==> src/rtl/game_pkg.sv <==
// ============================================================================
// Module   : game_pkg
// Purpose  : Shared game-state encodings, key-bit indices and score width.
// Revision : 1.0  initial release
// ============================================================================
`default_nettype none

package game_pkg;

    typedef enum logic [1:0] {
        ST_IDLE  = 2'd0,
        ST_PLAY  = 2'd1,
        ST_PAUSE = 2'd2,
        ST_OVER  = 2'd3
    } game_state_t;

    localparam int KB_START = 4;
    localparam int KB_PAUSE = 0;
    localparam int KEY_W    = 5;
    localparam int BCD_W    = 12;

endpackage

`default_nettype wire

==> src/rtl/bcd_counter3.sv <==
// ============================================================================
// Module   : bcd_counter3
// Purpose  : Three-digit BCD counter, saturating at 999, with sync clear.
// Revision : 1.0  initial release
// ============================================================================
`default_nettype none

module bcd_counter3
    import game_pkg::*;
(
    input  logic             clk,
    input  logic             rst,
    input  logic             inc,
    input  logic             clr,
    output logic [BCD_W-1:0] count,
    output logic             ones_wrap
);

    logic [3:0] r_d0;
    logic [3:0] r_d1;
    logic [3:0] r_d2;
    logic       w_sat;
    logic       w_step;

    assign w_sat     = (r_d2 == 4'd9) && (r_d1 == 4'd9) && (r_d0 == 4'd9);
    assign w_step    = inc && !w_sat;
    // Only a real step can wrap the ones digit; a saturated count never does.
    assign ones_wrap = w_step && (r_d0 == 4'd9);
    assign count     = {r_d2, r_d1, r_d0};

    always_ff @(posedge clk) begin
        if (!rst || clr) begin
            r_d0 <= 4'd0;
            r_d1 <= 4'd0;
            r_d2 <= 4'd0;
        end else if (w_step) begin
            if (r_d0 == 4'd9) begin
                r_d0 <= 4'd0;
                if (r_d1 == 4'd9) begin
                    r_d1 <= 4'd0;
                    r_d2 <= r_d2 + 4'd1;
                end else begin
                    r_d1 <= r_d1 + 4'd1;
                end
            end else begin
                r_d0 <= r_d0 + 4'd1;
            end
        end
    end

endmodule

`default_nettype wire

==> src/rtl/game_ctrl.sv <==
// ============================================================================
// Module   : game_ctrl
// Purpose  : Game state machine, per-frame tick, lives, level and score.
// Revision : 1.0  initial release
// ============================================================================
`default_nettype none

module game_ctrl
    import game_pkg::*;
#(
    parameter int H_ACT       = 640,
    parameter int V_ACT       = 480,
    parameter int LIVES       = 3,
    parameter int OVER_FRAMES = 180
) (
    input  logic             clk,
    input  logic             rst,
    input  logic [9:0]       x,
    input  logic [9:0]       y,
    input  logic [KEY_W-1:0] key,
    input  logic [KEY_W-1:0] key_pulse,
    input  logic             hit,
    input  logic             miss,
    output logic [1:0]       state,
    output logic             frame_tick,
    output logic             update_en,
    output logic [1:0]       lives,
    output logic [BCD_W-1:0] score,
    output logic [2:0]       level
);

    localparam int FCNT_W = $clog2(OVER_FRAMES + 1);

    game_state_t       r_state;
    game_state_t       w_state_nx;
    logic              r_frame_tick;
    logic              r_update_en;
    logic [1:0]        r_lives;
    logic [1:0]        w_lives_nx;
    logic [2:0]        r_level;
    logic [2:0]        w_level_nx;
    logic [FCNT_W-1:0] r_fcnt;
    logic [FCNT_W-1:0] w_fcnt_nx;
    logic              w_frame_evt;
    logic              w_start;
    logic              w_pause;
    logic              w_inc;
    logic              w_clr;
    logic              w_ones_wrap;
    logic              w_unused;

    assign w_frame_evt = (x == 10'd0) && (y == 10'(V_ACT));
    assign w_start     = key_pulse[KB_START];
    assign w_pause     = key_pulse[KB_PAUSE];
    assign w_inc       = hit && (r_state == ST_PLAY);
    assign w_unused    = ^{key, key_pulse[3:1], (x >= 10'(H_ACT))};

    bcd_counter3 u_score (
        .clk       (clk),
        .rst       (rst),
        .inc       (w_inc),
        .clr       (w_clr),
        .count     (score),
        .ones_wrap (w_ones_wrap)
    );

    always_ff @(posedge clk) begin
        if (!rst) begin
            r_state      <= ST_IDLE;
            r_frame_tick <= 1'b0;
            r_update_en  <= 1'b0;
            r_lives      <= 2'd0;
            r_level      <= 3'd1;
            r_fcnt       <= '0;
        end else begin
            r_state      <= w_state_nx;
            r_frame_tick <= w_frame_evt;
            r_update_en  <= w_frame_evt && (r_state == ST_PLAY);
            r_lives      <= w_lives_nx;
            r_level      <= w_level_nx;
            r_fcnt       <= w_fcnt_nx;
        end
    end

    always_comb begin
        w_state_nx = r_state;
        w_lives_nx = r_lives;
        w_level_nx = r_level;
        w_fcnt_nx  = r_fcnt;
        w_clr      = 1'b0;
        case (r_state)
            ST_IDLE: begin
                if (w_start) begin
                    w_state_nx = ST_PLAY;
                    w_clr      = 1'b1;
                    w_lives_nx = 2'(LIVES);
                    w_level_nx = 3'd1;
                end
            end
            ST_PLAY: begin
                if (w_ones_wrap && (r_level != 3'd7)) begin
                    w_level_nx = r_level + 3'd1;
                end
                if (w_pause) begin
                    w_state_nx = ST_PAUSE;
                end
                // Losing the last life overrides a simultaneous pause.
                if (miss) begin
                    if (r_lives > 2'd1) begin
                        w_lives_nx = r_lives - 2'd1;
                    end else begin
                        w_lives_nx = 2'd0;
                        w_state_nx = ST_OVER;
                        w_fcnt_nx  = '0;
                    end
                end
            end
            ST_PAUSE: begin
                if (w_pause) begin
                    w_state_nx = ST_PLAY;
                end
            end
            ST_OVER: begin
                if (w_start) begin
                    w_state_nx = ST_IDLE;
                end else if (r_frame_tick) begin
                    if (r_fcnt == FCNT_W'(OVER_FRAMES - 1)) begin
                        w_state_nx = ST_IDLE;
                    end else begin
                        w_fcnt_nx = r_fcnt + FCNT_W'(1);
                    end
                end
            end
            default: w_state_nx = ST_IDLE;
        endcase
    end

    assign state      = r_state;
    assign frame_tick = r_frame_tick;
    assign update_en  = r_update_en;
    assign lives      = r_lives;
    assign level      = r_level;

endmodule

`default_nettype wire

==> config.mk <==
export PLATFORM = sky130hd
export DESIGN_NAME = game_ctrl
export DESIGN_NICKNAME = d
export VERILOG_FILES = /design/src/rtl/game_pkg.sv /design/src/rtl/bcd_counter3.sv /design/src/rtl/game_ctrl.sv
export SDC_FILE = /design/constraint.sdc
export NUM_CORES = 1
export LEC_CHECK = 0
export ABC_CLOCK_PERIOD_IN_PS = 2300
export CAP_MARGIN = 5
export CELL_PAD_IN_SITES_DETAIL_PLACEMENT = 1
export CELL_PAD_IN_SITES_GLOBAL_PLACEMENT = 1
export CORE_MARGIN = 5
export CORE_UTILIZATION = 32
export CTS_CLUSTER_DIAMETER = 40
export DETAILED_ROUTE_END_ITERATION = 6
export HOLD_SLACK_MARGIN = 0.03
export PLACE_DENSITY = 0.86
export SLEW_MARGIN = 25
export SYNTH_ARGS = -nofsm -noshare
export SYNTH_HDL_FRONTEND = slang
export SYNTH_SLANG_ARGS = --single-unit
==> constraint.sdc <==
create_clock -name clk -period 2.3 [get_ports clk]
set_clock_uncertainty 0.15 [all_clocks]
set_input_delay 0.46 -clock clk [delete_from_list [all_inputs] [get_ports clk]]
set_output_delay 0.46 -clock clk [all_outputs]
set_load 0.05 [all_outputs]
==> metrics.csv, run 1 <==
metric;value;unit
ratio of cells with drive above 1 in the final layout;12.7;%
worst setup path startpoint;u_score.r_d0[1];
max-cap violation count;0;
Setup TNS;0;ps
antenna-violating nets left;0;
number of global-route vias before repair;1584;
maximum VDD drop;0.290;mV
Starting Density;32.5;%
GRT overflow;0;
fraction of registers with async set/reset;0;%
First-pass DRT Iterations;4;
port bufs;46;
antenna cells;0;
Remaining DRCs;0;
number of cells on the critical path;1;
crit path launch type;flop;
RSZ-0062 raised after global routing;no;
largest net degree at the start of global routing;15;
Inserted Clock Buffers;5;
max-slew violations;0;
clk slew on worst S/H paths;70;ps
post-place setup slack;41.5;ps
CP top delay family;buffers and inverters;
Avg Vias per Cell;5.17;
leading cell types in the layout, fill and taps excluded;clkdlybuf4s50_1, dfxtp_1, nor2_1, nand2_1, buf_4;
core box area;4660;µm²
crit share post-route;95.6;%
Slew HR;66.0;%
Syn Inst Count;176;
reg-to-reg slack, setup;290;ps
critical path's slowest cell;clkdlybuf4s50_1;
fmax;0.455;GHz
CP bufs+invs;1;
Crit Path Category;reg -> out;
Crit path required time;1690;ps
final wirelength;4260;µm
P&R area growth vs syn;44.1;%
critical path endpoint category;output pin;
Period minus WS final;2200;ps
Reg-to-Reg Start;u_score.r_d2[1];
Global Route Usage Sum;14.6;%
worst-margin pin slew;508;ps
Cell Chain, Critical Path;clkdlybuf4s50_1;
Hold Violations, Final;0;
main flop type after synthesis;dfxtp_1;
routed length per instance;14.7;µm
initial antenna violation count;0;
I/O pin count;55;
PD cells;534;nW/µm²
status;complete, no violations;
Detailed Route Iter0 Violations;17;
FF-to-FF End;level[0];
HP Class;reg -> reg;
LEAKAGE;0.849;nW
first-pass GRT wire length;7240;µm
maximum fanout along the worst path;6;
post-detail-place hpwl;3380;µm
final worst setup slack;100;ps
H-tree depth;2;
CTS tree;built;
Reg2Reg Depth;7;
fin nets;274;
chip width;78.8;µm
crit-path max cell delay;850;ps
total number of vias;1499;
final setup fails;0;
CTS Root Cell;clkbuf_8;
Skew-Pair Late Insertion Delay;290;ps
Longest Clk Path Bufs;2;
die area;6220;µm²
Post-Syn Area;1520;µm²
register area share after synthesis;38.3;%
Syn Area/Cell;8.62;µm²
Data arrival, critical path;1590;ps
Post-synth EDFFs;0;
row cnt;25;
Warnings, synthesis;0;
crit path to;score[1];
register bit total from synthesis;29;
Final Wtd Congestion;0.764;
most common cell after layout, fill and taps aside;clkdlybuf4s50_1;
clk sinks;29;
hold bufs inserted after CTS;0;
hold_ws;335;ps
syn nets;215;
die height;78.8;µm
Cell variety after synth;42;
report_power, final:
| group | switching [mW] | internal [mW] | leakage, nW |
|---|---|---|---|
| logic | 0.116 | 0.0957 | 0.571 |
| registers | 0.0203 | 0.514 | 0.235 |
| clock network | 0.211 | 0.208 | 0.0439 |
through the flow:
step	utilization, %	power [mW]	instance area (µm²)	cells
after floorplan	-	0.657	1520	176
after global placement	45.0	0.753	2100	282
after detailed placement	45.0	0.759	2100	282
after CTS	46.8	1.19	2180	290
after global routing	46.9	1.23	2180	290
final	46.9	1.17	2180	290
state kept, by name (all words and copies together) (netlist names):
register	count
frame_tick	1
u_score.r_d2	4
level	3
update_en	1
state	2
lives	2
u_score.r_d1	4
r_fcnt	8
u_score.r_d0	4
logic make-up (layout without fill, tap and decap cells):
family / after synthesis / count (layout) / share of synthesized area [%]
buffers and inverters: 9 / 69 / 2.31
adders and majority gates: 5 / 5 / 4.13
AOI/OAI and AO/OA: 23 / 23 / 10.1
xor gates and xnor gates: 14 / 14 / 8.09
and+or+nand+nor: 96 / 96 / 37.0
DFF: 29 / 29 / 38.3
what timing repair did:
| item | in CTS | in global routing |
|---|---|---|
| gates resized for setup | 0 | 1 |
| buffers inserted | 0 | 0 |
| endpoints found under the setup margin | 0 | 1 |
cell type report:
cell class,count,area (µm²)
fillers,570,2480
multi-input cells,138,901
flip-flops and latches,29,581
repair buffers,56,531
clock buffers,5,68.8
well taps,54,67.6
inverters,5,18.8
clock inverters,3,17.5
Yosys cell counts, types with 2 or more instances:
cell	n	area share (%)
dfxtp_1	29	38
and3b_1	3	1.7
xor2_1	9	5.2
o21ai_0	7	2.3
a21oi_1	6	2.0
a31oi_1	2	0.82
nor2b_1	2	0.82
nand3_1	8	2.6
clkbuf_1	2	0.50
nor3b_1	3	1.5
xnor2_1	5	2.9
nand3b_1	3	1.5
nand4_1	8	3.3
inv_1	5	1.2
nor3_1	4	1.3
nor4_1	4	1.6
ha_1	5	4.1
nand2b_1	4	1.6
nor2_1	26	6.4
a211oi_2	2	1.6
nand2_1	18	4.5
per-layer routing:
metal,vias up,part of all wire [%],global-route usage (%)
li1,740,-,-
met1,704,41,15.7
met2,50,51,27.1
met3,5,7.2,5.44
met4,0,0.78,3.61
met5,-,0,0
worst min-delay path by stage:
stage | start | endpoint | slack (ps) | cells past startpoint
final | level[0] | level[0] | 340 | 1
after global routing | level[0] | level[0] | 370 | 1
after CTS | level[0] | level[0] | 340 | 1
after detailed placement | level[0] | level[0] | 320 | 1
after global placement | level[0] | level[0] | 310 | 1
after floorplan | r_fcnt[1] | r_fcnt[1] | 320 | 2
Power figures use the tool's default switching activity.
==> inputs of run 2 (changes only) <==
--- a/config.mk
+++ b/config.mk
@@ -11,6 +11,7 @@
 export CELL_PAD_IN_SITES_GLOBAL_PLACEMENT = 1
 export CORE_MARGIN = 5
 export CORE_UTILIZATION = 32
+export CTS_BUF_LIST = sky130_fd_sc_hd__clkbuf_16
 export CTS_CLUSTER_DIAMETER = 40
 export DETAILED_ROUTE_END_ITERATION = 6
 export HOLD_SLACK_MARGIN = 0.03
==> metrics.csv, run 2 (synthesis gave the netlist of run 1 again) <==
metric;value;unit;change
final wirelength;4450;µm;+4.6%
crit share post-route;96.7;%;+1.0 points
die height;78.8;µm;unchanged
max-slew violations;0;;unchanged
antenna-violating nets left;0;;unchanged
crit-path max cell delay;860;ps;about the same
Slew HR;66.0;%;about the same
Skew-Pair Late Insertion Delay;280;ps;about the same
total power;1.39;mW;+19%
post-place setup slack;41.5;ps;unchanged
internal power;1.01;mW;+23%
PD cells;622;nW/µm²;+17%
critical path endpoint category;output pin;;
crit path to;score[5];;
Setup TNS;0;ps;unchanged
die area;6220;µm²;unchanged
Starting Density;32.5;%;unchanged
core box area;4660;µm²;unchanged
crit path launch type;flop;;
CP bufs+invs;1;;unchanged
CTS Root Cell;clkbuf_16;;
worst-margin pin slew;508;ps;+0.0517 ps
critical path's slowest cell;clkdlybuf4s50_1;;
max reg flops;8;;unchanged
Post-CTS Setup Bufs;0;;unchanged
Period minus WS final;2220;ps;+23.5 ps
Global Route Usage Sum;15.6;%;+0.95 points
FF-to-FF End;level[0];;
combinational fraction of design power;15.3;%;-2.9 points
port bufs;46;;unchanged
P&R area growth vs syn;47.6;%;
maximum fanout along the worst path;7;;+1
ratio of cells with drive above 1 in the final layout;12.7;%;unchanged
row cnt;25;;unchanged
Placed Cells;282;;unchanged
Cell Chain, Critical Path;clkdlybuf4s50_1;;
status;complete, no violations;;
max-cap violation count;0;;unchanged
Clock Power Share;46.2;%;+10 points
clk slew on worst S/H paths;60;ps;about the same
total number of vias;1508;;+0.60%
chip width;78.8;µm;unchanged
post-CTS resize count;0;;unchanged
Net Sw Power;386;µW;+11%
first-pass GRT wire length;7500;µm;+3.6%
antenna cells;0;;unchanged
routed length per instance;15.3;µm;+4.6%
H-tree depth;2;;unchanged
most common cell after layout, fill and taps aside;clkdlybuf4s50_1;;
CP top delay family;buffers and inverters;;
I/O pin count;55;;unchanged
Longest Clk Path Bufs;2;;unchanged
Avg Vias per Cell;5.20;;+0.60%
Hold Violations, Final;0;;unchanged
hold bufs inserted after CTS;0;;unchanged
Inserted Clock Buffers;5;;unchanged
Final Non-Filler Cells;290;;unchanged
maximum VDD drop;0.343;mV;+18%
Net Sw Frac;27.7;%;-2.1 points
clk sinks;29;;unchanged
leading cell types in the layout, fill and taps excluded;clkdlybuf4s50_1, dfxtp_1, nor2_1, nand2_1, buf_4;;
register with the most flip-flops;r_fcnt;;
Reg-to-Reg Start;u_score.r_d2[1];;
HP Class;reg -> reg;;
Crit path required time;1690;ps;about the same
Flop pwr share;38.4;%;-7.4 points
Remaining DRCs;0;;unchanged
fmax;0.450;GHz;-1.1%
Crit Path Category;reg -> out;;
CTS tree;built;;
Reg2Reg Depth;7;;unchanged
Data arrival, critical path;1610;ps;+20 ps
final worst setup slack;76.6;ps;-23.5 ps
Detailed Route Iter0 Violations;17;;unchanged
fin nets;274;;unchanged
Final Wtd Congestion;0.764;;unchanged
initial antenna violation count;0;;unchanged
worst setup path startpoint;u_score.r_d1[1];;
RSZ-0062 raised after global routing;no;;
GRT overflow;0;;unchanged
number of cells on the critical path;1;;unchanged
post-detail-place hpwl;3380;µm;unchanged
First-pass DRT Iterations;4;;unchanged
reg-to-reg slack, setup;270;ps;-20 ps
LEAKAGE;0.856;nW;+0.81%
number of global-route vias before repair;1605;;+1.3%
largest net degree at the start of global routing;15;;unchanged
final setup fails;0;;unchanged
-- run 2: how the worst min path moves through the flow --
stage,from,to,slack [ps],depth (start not counted)
after floorplan,r_fcnt[1],r_fcnt[1],320,2
after global placement,level[0],level[0],310,1
after detailed placement,level[0],level[0],320,1
after CTS,level[0],level[0],340,1
after global routing,level[0],level[0],380,1
final,level[0],level[0],330,1
-- run 2: through the flow --
| step | hold slack, ps | cell area [µm²] | util (%) |
|---|---|---|---|
| after floorplan | 325 | 1520 | - |
| after global placement | 315 | 2100 | 45.0 |
| after detailed placement | 321 | 2100 | 45.0 |
| after CTS | 338 | 2240 | 48.0 |
| after global routing | 377 | 2240 | 48.0 |
| final | 331 | 2240 | 48.0 |
-- run 2: final cells by class --
| cell class | count | area (µm²) |
|---|---|---|
| tap | 54 | 67.6 |
| timing repair buffer | 56 | 528 |
| inverter | 5 | 18.8 |
| clock inverter | 3 | 17.5 |
| multi-input combinational | 138 | 901 |
| sequential | 29 | 581 |
| clock buffer | 5 | 125 |
| fill | 568 | 2420 |
-- run 2: metal layers --
layer	track usage [%]	vias up	wire, µm
met2	27.8	47	2220
met4	6.87	0	99
met5	0	-	0
met1	16.4	708	1820
met3	5.78	10	312
li1	-	743	-
-- run 2: power groups by stage --
stage                     Clock (mW)  Combinational (mW)  Sequential [mW]
final                          0.644               0.213            0.535
after global routing           0.680               0.230            0.538
after CTS                      0.659               0.216            0.535
after detailed placement           0               0.213            0.546
after global placement             0               0.208            0.545
after floorplan                    0              0.0765            0.580
==> inputs of run 3 (changes only) <==
--- a/config.mk
+++ b/config.mk
@@ -6,7 +6,6 @@
 export NUM_CORES = 1
 export LEC_CHECK = 0
 export ABC_CLOCK_PERIOD_IN_PS = 2300
-export CAP_MARGIN = 5
 export CELL_PAD_IN_SITES_DETAIL_PLACEMENT = 1
 export CELL_PAD_IN_SITES_GLOBAL_PLACEMENT = 1
 export CORE_MARGIN = 5
==> results of run 3 <==
The final DEF is identical to that of run 2; final timing and power are the same.
